[src/rtl/vga_pkg.sv]
// -----------------------------------------------------------------------------
// vga_pkg
//
// Shared definitions for the VGA raster logic.
//   - coord_t         : 10-bit unsigned screen coordinate (hCount / vCount).
//   - DEF_H_* / DEF_V_*: default 640x480@60 timing, expressed as counter values
//                       where count 0 is the start of the sync pulse.
//   - SCREEN_*        : visible-region bounds used by the renderer and game
//                       logic to convert raster counts into pixel positions.
//   - in_span()       : half-open range test used for the visible window.
// -----------------------------------------------------------------------------
package vga_pkg;

    localparam int COORD_W = 10;
    typedef logic [COORD_W-1:0] coord_t;

    // Horizontal timing, in pixels. Count 0 is the start of hSync.
    localparam int DEF_H_TOTAL     = 800;
    localparam int DEF_H_SYNC      = 96;
    localparam int DEF_H_VIS_START = 144;
    localparam int DEF_H_VIS_END   = 784;

    // Vertical timing, in lines. Count 0 is the start of vSync.
    localparam int DEF_V_TOTAL     = 525;
    localparam int DEF_V_SYNC      = 2;
    localparam int DEF_V_VIS_START = 35;
    localparam int DEF_V_VIS_END   = 515;

    // Renderer-facing bounds. SCREEN_LEFT / SCREEN_TOP are the counts just
    // before the first visible column / line, so pixel x = hCount - SCREEN_LEFT
    // runs 1..640; sprite code was written against that origin.
    localparam int SCREEN_LEFT   = 143;
    localparam int SCREEN_TOP    = 34;
    localparam int SCREEN_WIDTH  = DEF_H_VIS_END - DEF_H_VIS_START;
    localparam int SCREEN_HEIGHT = DEF_V_VIS_END - DEF_V_VIS_START;

    // True when lo <= c < hi. Done in int so that an upper bound of 1024
    // (a legal H_TOTAL/V_TOTAL) does not wrap in 10 bits.
    function automatic logic in_span(input coord_t c, input int lo, input int hi);
        return (int'(c) >= lo) && (int'(c) < hi);
    endfunction

endpackage

[src/rtl/sync_delay.sv]
// -----------------------------------------------------------------------------
// sync_delay
//
// DEPTH-stage shift register for the {hSync, vSync} pair, clocked every clk so
// the sync outputs line up with the renderer's registered RGB path. DEPTH = 0
// degenerates into a wire.
//
// Ports:
//   clk   in  1 : system clock
//   rst   in  1 : asynchronous active-high reset, clears every stage to 0
//   din   in  2 : {hSync, vSync} aligned with the counters
//   dout  out 2 : din delayed by DEPTH clk cycles
// -----------------------------------------------------------------------------
module sync_delay #(
    parameter int DEPTH = 2
) (
    input  logic       clk,
    input  logic       rst,
    input  logic [1:0] din,
    output logic [1:0] dout
);

    generate
        if (DEPTH == 0) begin : g_pass
            // No registers in this configuration; clk/rst are intentionally idle.
            logic unused_clk_rst;
            assign unused_clk_rst = clk ^ rst;
            assign dout = din;
        end else begin : g_shift
            logic [1:0] stage_reg [DEPTH];

            always_ff @(posedge clk or posedge rst) begin
                if (rst) begin
                    for (int i = 0; i < DEPTH; i++) begin
                        stage_reg[i] <= 2'b00;
                    end
                end else begin
                    stage_reg[0] <= din;
                    for (int i = 1; i < DEPTH; i++) begin
                        stage_reg[i] <= stage_reg[i-1];
                    end
                end
            end

            assign dout = stage_reg[DEPTH-1];
        end
    endgenerate

endmodule

[src/rtl/vga_timing_gen.sv]
// -----------------------------------------------------------------------------
// vga_timing_gen
//
// 640x480@60 raster timing from the 100 MHz system clock. A clk/DIV pixel
// enable steps a horizontal and a vertical counter; sync, blanking and frame
// strobes are registered from the *next* counter values so they are always
// consistent with hCount/vCount in the same clk cycle.
//
// Ports:
//   clk          in  1  : system clock (100 MHz)
//   rst          in  1  : asynchronous active-high reset
//   pix_en       out 1  : one-clk pulse per pixel period
//   hCount       out 10 : current column, 0..H_TOTAL-1
//   vCount       out 10 : current line, 0..V_TOTAL-1
//   bright       out 1  : current position lies in the visible window
//   hSync        out 1  : active-low horizontal sync, aligned to hCount
//   vSync        out 1  : active-low vertical sync, aligned to vCount
//   hSync_d      out 1  : hSync delayed by PIPE_DELAY clk cycles
//   vSync_d      out 1  : vSync delayed by PIPE_DELAY clk cycles
//   frame_start  out 1  : one-clk pulse as the counters become (0,0)
//   vblank_start out 1  : one-clk pulse as the counters become (0,V_VIS_END)
// -----------------------------------------------------------------------------
module vga_timing_gen
    import vga_pkg::*;
#(
    parameter int DIV         = 4,
    parameter int H_TOTAL     = DEF_H_TOTAL,
    parameter int H_SYNC      = DEF_H_SYNC,
    parameter int H_VIS_START = DEF_H_VIS_START,
    parameter int H_VIS_END   = DEF_H_VIS_END,
    parameter int V_TOTAL     = DEF_V_TOTAL,
    parameter int V_SYNC      = DEF_V_SYNC,
    parameter int V_VIS_START = DEF_V_VIS_START,
    parameter int V_VIS_END   = DEF_V_VIS_END,
    parameter int PIPE_DELAY  = 2
) (
    input  logic       clk,
    input  logic       rst,
    output logic       pix_en,
    output logic [9:0] hCount,
    output logic [9:0] vCount,
    output logic       bright,
    output logic       hSync,
    output logic       vSync,
    output logic       hSync_d,
    output logic       vSync_d,
    output logic       frame_start,
    output logic       vblank_start
);

    // A 1-bit divider is kept for DIV = 1 so the counter never has zero width;
    // it simply sits at 0 and the terminal-count decode is always true.
    localparam int              DIV_W    = (DIV > 1) ? $clog2(DIV) : 1;
    localparam logic [DIV_W-1:0] DIV_LAST = DIV_W'(DIV - 1);
    localparam coord_t          H_LAST   = coord_t'(H_TOTAL - 1);
    localparam coord_t          V_LAST   = coord_t'(V_TOTAL - 1);
    localparam coord_t          V_BLANK  = coord_t'(V_VIS_END);

    logic [DIV_W-1:0] div_cnt_reg;
    logic [DIV_W-1:0] div_next;
    logic             pix_en_reg;

    coord_t h_reg, h_next;
    coord_t v_reg, v_next;

    logic hsync_reg, hsync_next;
    logic vsync_reg, vsync_next;
    logic bright_reg, bright_next;
    logic frame_start_reg, frame_start_next;
    logic vblank_start_reg, vblank_start_next;

    // ------------------------------------------------------------------
    // Pixel divider
    // ------------------------------------------------------------------
    // pix_en is a registered decode of the divider's next value, so it is
    // high exactly while div_cnt sits at DIV-1 and is guaranteed 0 in reset
    // (a plain combinational decode would be stuck high for DIV = 1).
    always_comb begin
        div_next = (div_cnt_reg == DIV_LAST) ? '0 : div_cnt_reg + DIV_W'(1);
    end

    always_ff @(posedge clk or posedge rst) begin
        if (rst) begin
            div_cnt_reg <= '0;
            pix_en_reg  <= 1'b0;
        end else begin
            div_cnt_reg <= div_next;
            pix_en_reg  <= (div_next == DIV_LAST);
        end
    end

    // ------------------------------------------------------------------
    // Raster counters
    // ------------------------------------------------------------------
    // Wrap by explicit compare so any H_TOTAL/V_TOTAL up to 1024 works.
    always_comb begin
        h_next = h_reg;
        v_next = v_reg;
        if (pix_en_reg) begin
            if (h_reg == H_LAST) begin
                h_next = '0;
                v_next = (v_reg == V_LAST) ? '0 : v_reg + coord_t'(1);
            end else begin
                h_next = h_reg + coord_t'(1);
            end
        end
    end

    // ------------------------------------------------------------------
    // Derived outputs, computed from the next counter values
    // ------------------------------------------------------------------
    // Strobes require pix_en so they fire only on the step into the target
    // position, never while the counters are merely holding there (and never
    // on reset, even though reset also leaves the counters at (0,0)).
    always_comb begin
        hsync_next        = ~in_span(h_next, 0, H_SYNC);
        vsync_next        = ~in_span(v_next, 0, V_SYNC);
        bright_next       = in_span(h_next, H_VIS_START, H_VIS_END) &&
                            in_span(v_next, V_VIS_START, V_VIS_END);
        frame_start_next  = pix_en_reg && (h_next == '0) && (v_next == '0);
        vblank_start_next = pix_en_reg && (h_next == '0) && (v_next == V_BLANK);
    end

    always_ff @(posedge clk or posedge rst) begin
        if (rst) begin
            h_reg            <= '0;
            v_reg            <= '0;
            hsync_reg        <= 1'b0;
            vsync_reg        <= 1'b0;
            bright_reg       <= 1'b0;
            frame_start_reg  <= 1'b0;
            vblank_start_reg <= 1'b0;
        end else begin
            h_reg            <= h_next;
            v_reg            <= v_next;
            hsync_reg        <= hsync_next;
            vsync_reg        <= vsync_next;
            bright_reg       <= bright_next;
            frame_start_reg  <= frame_start_next;
            vblank_start_reg <= vblank_start_next;
        end
    end

    // ------------------------------------------------------------------
    // Sync delay line matching the renderer's ROM + RGB register latency
    // ------------------------------------------------------------------
    sync_delay #(
        .DEPTH (PIPE_DELAY)
    ) u_sync_delay (
        .clk  (clk),
        .rst  (rst),
        .din  ({hsync_reg, vsync_reg}),
        .dout ({hSync_d, vSync_d})
    );

    assign pix_en       = pix_en_reg;
    assign hCount       = h_reg;
    assign vCount       = v_reg;
    assign bright       = bright_reg;
    assign hSync        = hsync_reg;
    assign vSync        = vsync_reg;
    assign frame_start  = frame_start_reg;
    assign vblank_start = vblank_start_reg;

endmodule

[config.mk]
export PLATFORM = sky130hd
export DESIGN_NAME = vga_timing_gen
export DESIGN_NICKNAME = d
export VERILOG_FILES = /design/src/rtl/vga_pkg.sv /design/src/rtl/sync_delay.sv /design/src/rtl/vga_timing_gen.sv
export SDC_FILE = /design/constraint.sdc
export NUM_CORES = 1
export LEC_CHECK = 0
export CORE_UTILIZATION = 47
export CTS_CLUSTER_DIAMETER = 30
export DETAILED_ROUTE_END_ITERATION = 16
export GPL_TIMING_DRIVEN = 1
export PLACE_DENSITY = 0.75
export SETUP_SLACK_MARGIN = 0.4
export SYNTH_ARGS = -nofsm -noshare
export SYNTH_HDL_FRONTEND = slang
export SYNTH_SLANG_ARGS = --single-unit
[constraint.sdc]
create_clock -name clk -period 2.9 [get_ports clk]
set_clock_uncertainty 0.2 [all_clocks]
set_input_delay 0.87 -clock clk [delete_from_list [all_inputs] [get_ports clk]]
set_output_delay 0.87 -clock clk [all_outputs]
set_load 0.01 [all_outputs]
==> impl_metrics.env <==
export IMPL_worst_pin_slew_ns=0.462
export IMPL_synth_area_um2=1710
export IMPL_viasPerCell=5.71
export IMPL_ios=30
export IMPL_power_leakage_nw=1.19
export IMPL_vias=1599
export IMPL_num_nets_final=240
export IMPL_clock_sinks=32
export IMPL_clk_pin_slew_ns=0.10
export IMPL_cts_root_buf="clkbuf_4"
export IMPL_yosysSeqAreaShare_pct=46.8
export IMPL_max_slew_margin_pct=68.8
export IMPL_routedWlPerCell_um=15.8
export IMPL_status="completed"
export IMPL_period_needed_ns=2.77
export IMPL_cp_end_kind="flip-flop"
export IMPL_post_dp_hpwl_um=2740
export IMPL_layout_drive_gt1_share_pct=30.8
export IMPL_hp_class="reg2reg"
export IMPL_insertion_delay_ns=0.33
export IMPL_die_height_um=62.3
export IMPL_worstSetupPathType="reg2reg"
export IMPL_wirelength_um=4440
export IMPL_tritoncts="built"
export IMPL_initial_core_util_pct=50.1
export IMPL_crit_fanout=6
export IMPL_io_buffers=29
export IMPL_diodes=0
export IMPL_worstHoldStart="u_sync_delay.g_shift.stage_reg[2]"
export IMPL_cap_viol_max_count=0
export IMPL_routabilityCongestion=0.849
export IMPL_grt_overflow_total=0
export IMPL_fill_cells=249
export IMPL_whs_endpoint="u_sync_delay.dout[0]"
export IMPL_cts_buffers=5
export IMPL_cp_start_kind="flip-flop"
export IMPL_drt_initial_drc_count=121
export IMPL_setup_tns_ns=0
export IMPL_postCtsHoldBufs=0
export IMPL_grt_pass1_wl_um=7000
export IMPL_r2r_start="vCount[1]"
export IMPL_drv_slew=0
export IMPL_syn_area_per_cell_um2=9.67
export IMPL_cts_max_path_buffers=2
export IMPL_synthTopCellsByArea="dfrtp_1 47%, xnor2_1 4.1%, nand2_1 3.7%, ha_1 3.7%, nor2_1 3.3%"
export IMPL_core_um2=3420
export IMPL_htreeDepth=2
export IMPL_ys_ff_latch=32
export IMPL_drt_pass1_iterations=4
export IMPL_fmax_mhz=361
export IMPL_power_density_nw_per_um2=297
export IMPL_dieArea_um2=3890
export IMPL_min_period_over_period_pct=95.5
export IMPL_grt_pass1_vias=1510
export IMPL_grt_max_degree=33
export IMPL_yosys_warnings=0
export IMPL_grt_usage_pct=23.3
export IMPL_required_ns=2.95
export IMPL_finalHoldViolCount=0
export IMPL_synth_distinct_cells=41
export IMPL_synth_area_leader_cell="dfrtp_1"
export IMPL_grt_antenna_before_repair=0
export IMPL_num_rows=21
export IMPL_reg2regPathDepth=9
export IMPL_utilization_pct=71.2
export IMPL_syn_nets=184
export IMPL_setup_violations=0
export IMPL_grt_setup_unrepaired="true"
export IMPL_crit_arrival_ns=2.82
export IMPL_ff2ff_setup_slack_ns=0.13
export IMPL_r2r_end="frame_start"
export IMPL_yosysTopAreaCellShare_pct=46.8
export IMPL_hold_depth=0
export IMPL_postSynthCellCount=177
export IMPL_ant_nets=0
export IMPL_die_w_um=62.3
export IMPL_area_growth_pct=42.0
export IMPL_drc=0
export IMPL_irDropWorstVdd_v=0.000250
[cells in the mapped netlist]
| library cell | count |
|---|---|
| nand4_1 | 5 |
| o21ai_0 | 9 |
| o22ai_1 | 1 |
| xnor2_1 | 8 |
| a21oi_1 | 5 |
| or4b_4 | 1 |
| o211a_1 | 2 |
| nor2_1 | 15 |
| nand3b_1 | 2 |
| dfrtp_1 | 32 |
| o21ai_1 | 1 |
| nand2_1 | 17 |
| nor4_2 | 1 |
| a21o_1 | 5 |
| clkbuf_1 | 2 |
| and2_1 | 1 |
| o211ai_1 | 3 |
| or2_1 | 1 |
| inv_1 | 11 |
| a22o_1 | 1 |
| a31oi_1 | 1 |
| or3_1 | 1 |
| or2_2 | 2 |
| nor4b_1 | 1 |
| buf_2 | 3 |
| buf_4 | 2 |
| and4_1 | 2 |
| mux2i_1 | 2 |
| nor4b_4 | 1 |
| nor4_1 | 4 |
| o31a_1 | 1 |
| nand3_1 | 9 |
| nand4bb_1 | 1 |
| nor3_1 | 6 |
| o22a_1 | 1 |
| or4_1 | 3 |
| nand2_2 | 1 |
| nor3_2 | 1 |
| o32ai_1 | 1 |
| ha_1 | 5 |
| xor2_1 | 6 |
[cells by family (layout without fill, tap and decap cells)]
kind of cell / Yosys count / count (layout) / share of synthesized area [%]
adder cells (fa/ha/maj): 5 / 5 / 3.65
buffers and inverters: 18 / 75 / 4.60
flip-flops: 32 / 32 / 46.8
AND/OR/NAND/NOR: 75 / 75 / 24.8
AO/OA/AOI/OAI: 31 / 31 / 11.8
multiplexers: 2 / 2 / 1.17
XOR/XNOR: 14 / 14 / 7.16
[worst max-delay path: stages (launching register included)]
cell       delay [ns]
dfrtp_2          0.46
inv_1            0.08
ha_1             0.15
nand4bb_1        0.15
nor4_2           0.36
o211a_1          0.21
o211ai_1         0.14
a21o_1           0.23
or4b_4           0.57
nor3_2           0.13
[layout make-up]
class / count / area, um^2 / area share, %
clock buffer: 8 / 58.8 / 2.42
multi-input combinational: 127 / 927 / 38.1
tap: 46 / 57.6 / 2.37
timing repair buffer: 56 / 527 / 21.7
inverter: 11 / 41.3 / 1.70
sequential: 32 / 820 / 33.7
[report_power, final]
group	internal [mW]	total, mW	switching, mW	leakage (nW)
sequential	0.446	0.446	0	0.410
clock	0.120	0.266	0.146	0.0326
combinational	0.00216	0.0107	0.00852	0.744
total	0.567	0.722	0.155	1.19
[per-layer routing]
layer | global-route usage (%) | share of wire, %
met5 | 0 | 0
met3 | 5.88 | 5.7
met2 | 37.0 | 48
met4 | 9.88 | 2.0
met1 | 30.3 | 44
[how the worst max path moves through the flow]
stage | from | end | slack, ns
after floorplan | hCount[1] | frame_start | 0.25
after detailed placement | hCount[1] | frame_start | 0.001
final | vCount[1] | frame_start | 0.13
after global routing | vCount[1] | frame_start | 0.03
after CTS | hCount[7] | bright | 0.26
after global placement | hCount[1] | frame_start | 0.13
[metrics by stage]
step / cells / worst slack (ns) / power [mW] / cell area (um^2) / hold slack [ns]
after floorplan: 177 / 0.251 / 0.461 / 1770 / 0.131
after global placement: 252 / 0.126 / 0.466 / 2130 / 0.139
after detailed placement: 252 / 0.00122 / 0.466 / 2130 / 0.142
after CTS: 273 / 0.264 / 0.728 / 2320 / 0.166
after global routing: 280 / 0.0275 / 0.753 / 2430 / 0.171
final: 280 / 0.129 / 0.722 / 2430 / 0.163
[placed cells by master, fill, tap and decap left out, types with 2 or more instances in the layout]
cell type        synthesis  final
nor2_1                  15     13
dfrtp_1                 32     17
a21o_1                   5      5
nand2_1                 17     17
buf_6                    0      2
o21ai_0                  9      8
nand3b_1                 2      2
ha_1                     5      3
nor4_2                   1      5
nand3_2                  0      2
dfrtp_2                  0     15
clkbuf_1                 2      2
mux2i_1                  2      2
nand4_1                  5      5
nand3_1                  9      7
a21oi_1                  5      4
and4_4                   0      2
nor3_2                   1      2
o211a_1                  2      2
dlymetal6s2s_1           0      6
clkdlybuf4s50_1          0     22
o211ai_1                 3      3
buf_4                    2     24
xnor2_1                  8      8
nor3_1                   6      4
xor2_1                   6      6
inv_1                   11     11
clkbuf_4                 0      5
or4_1                    3      2
[timing repair]
| item | CTS | global route |
|---|---|---|
| endpoints found under the setup margin | 8 | 18 |
| pin swaps | 5 | 7 |
| setup buffers | 13 | 7 |
| resized for setup | 12 | 23 |
Note: power is estimated with default switching activity, not from simulation.
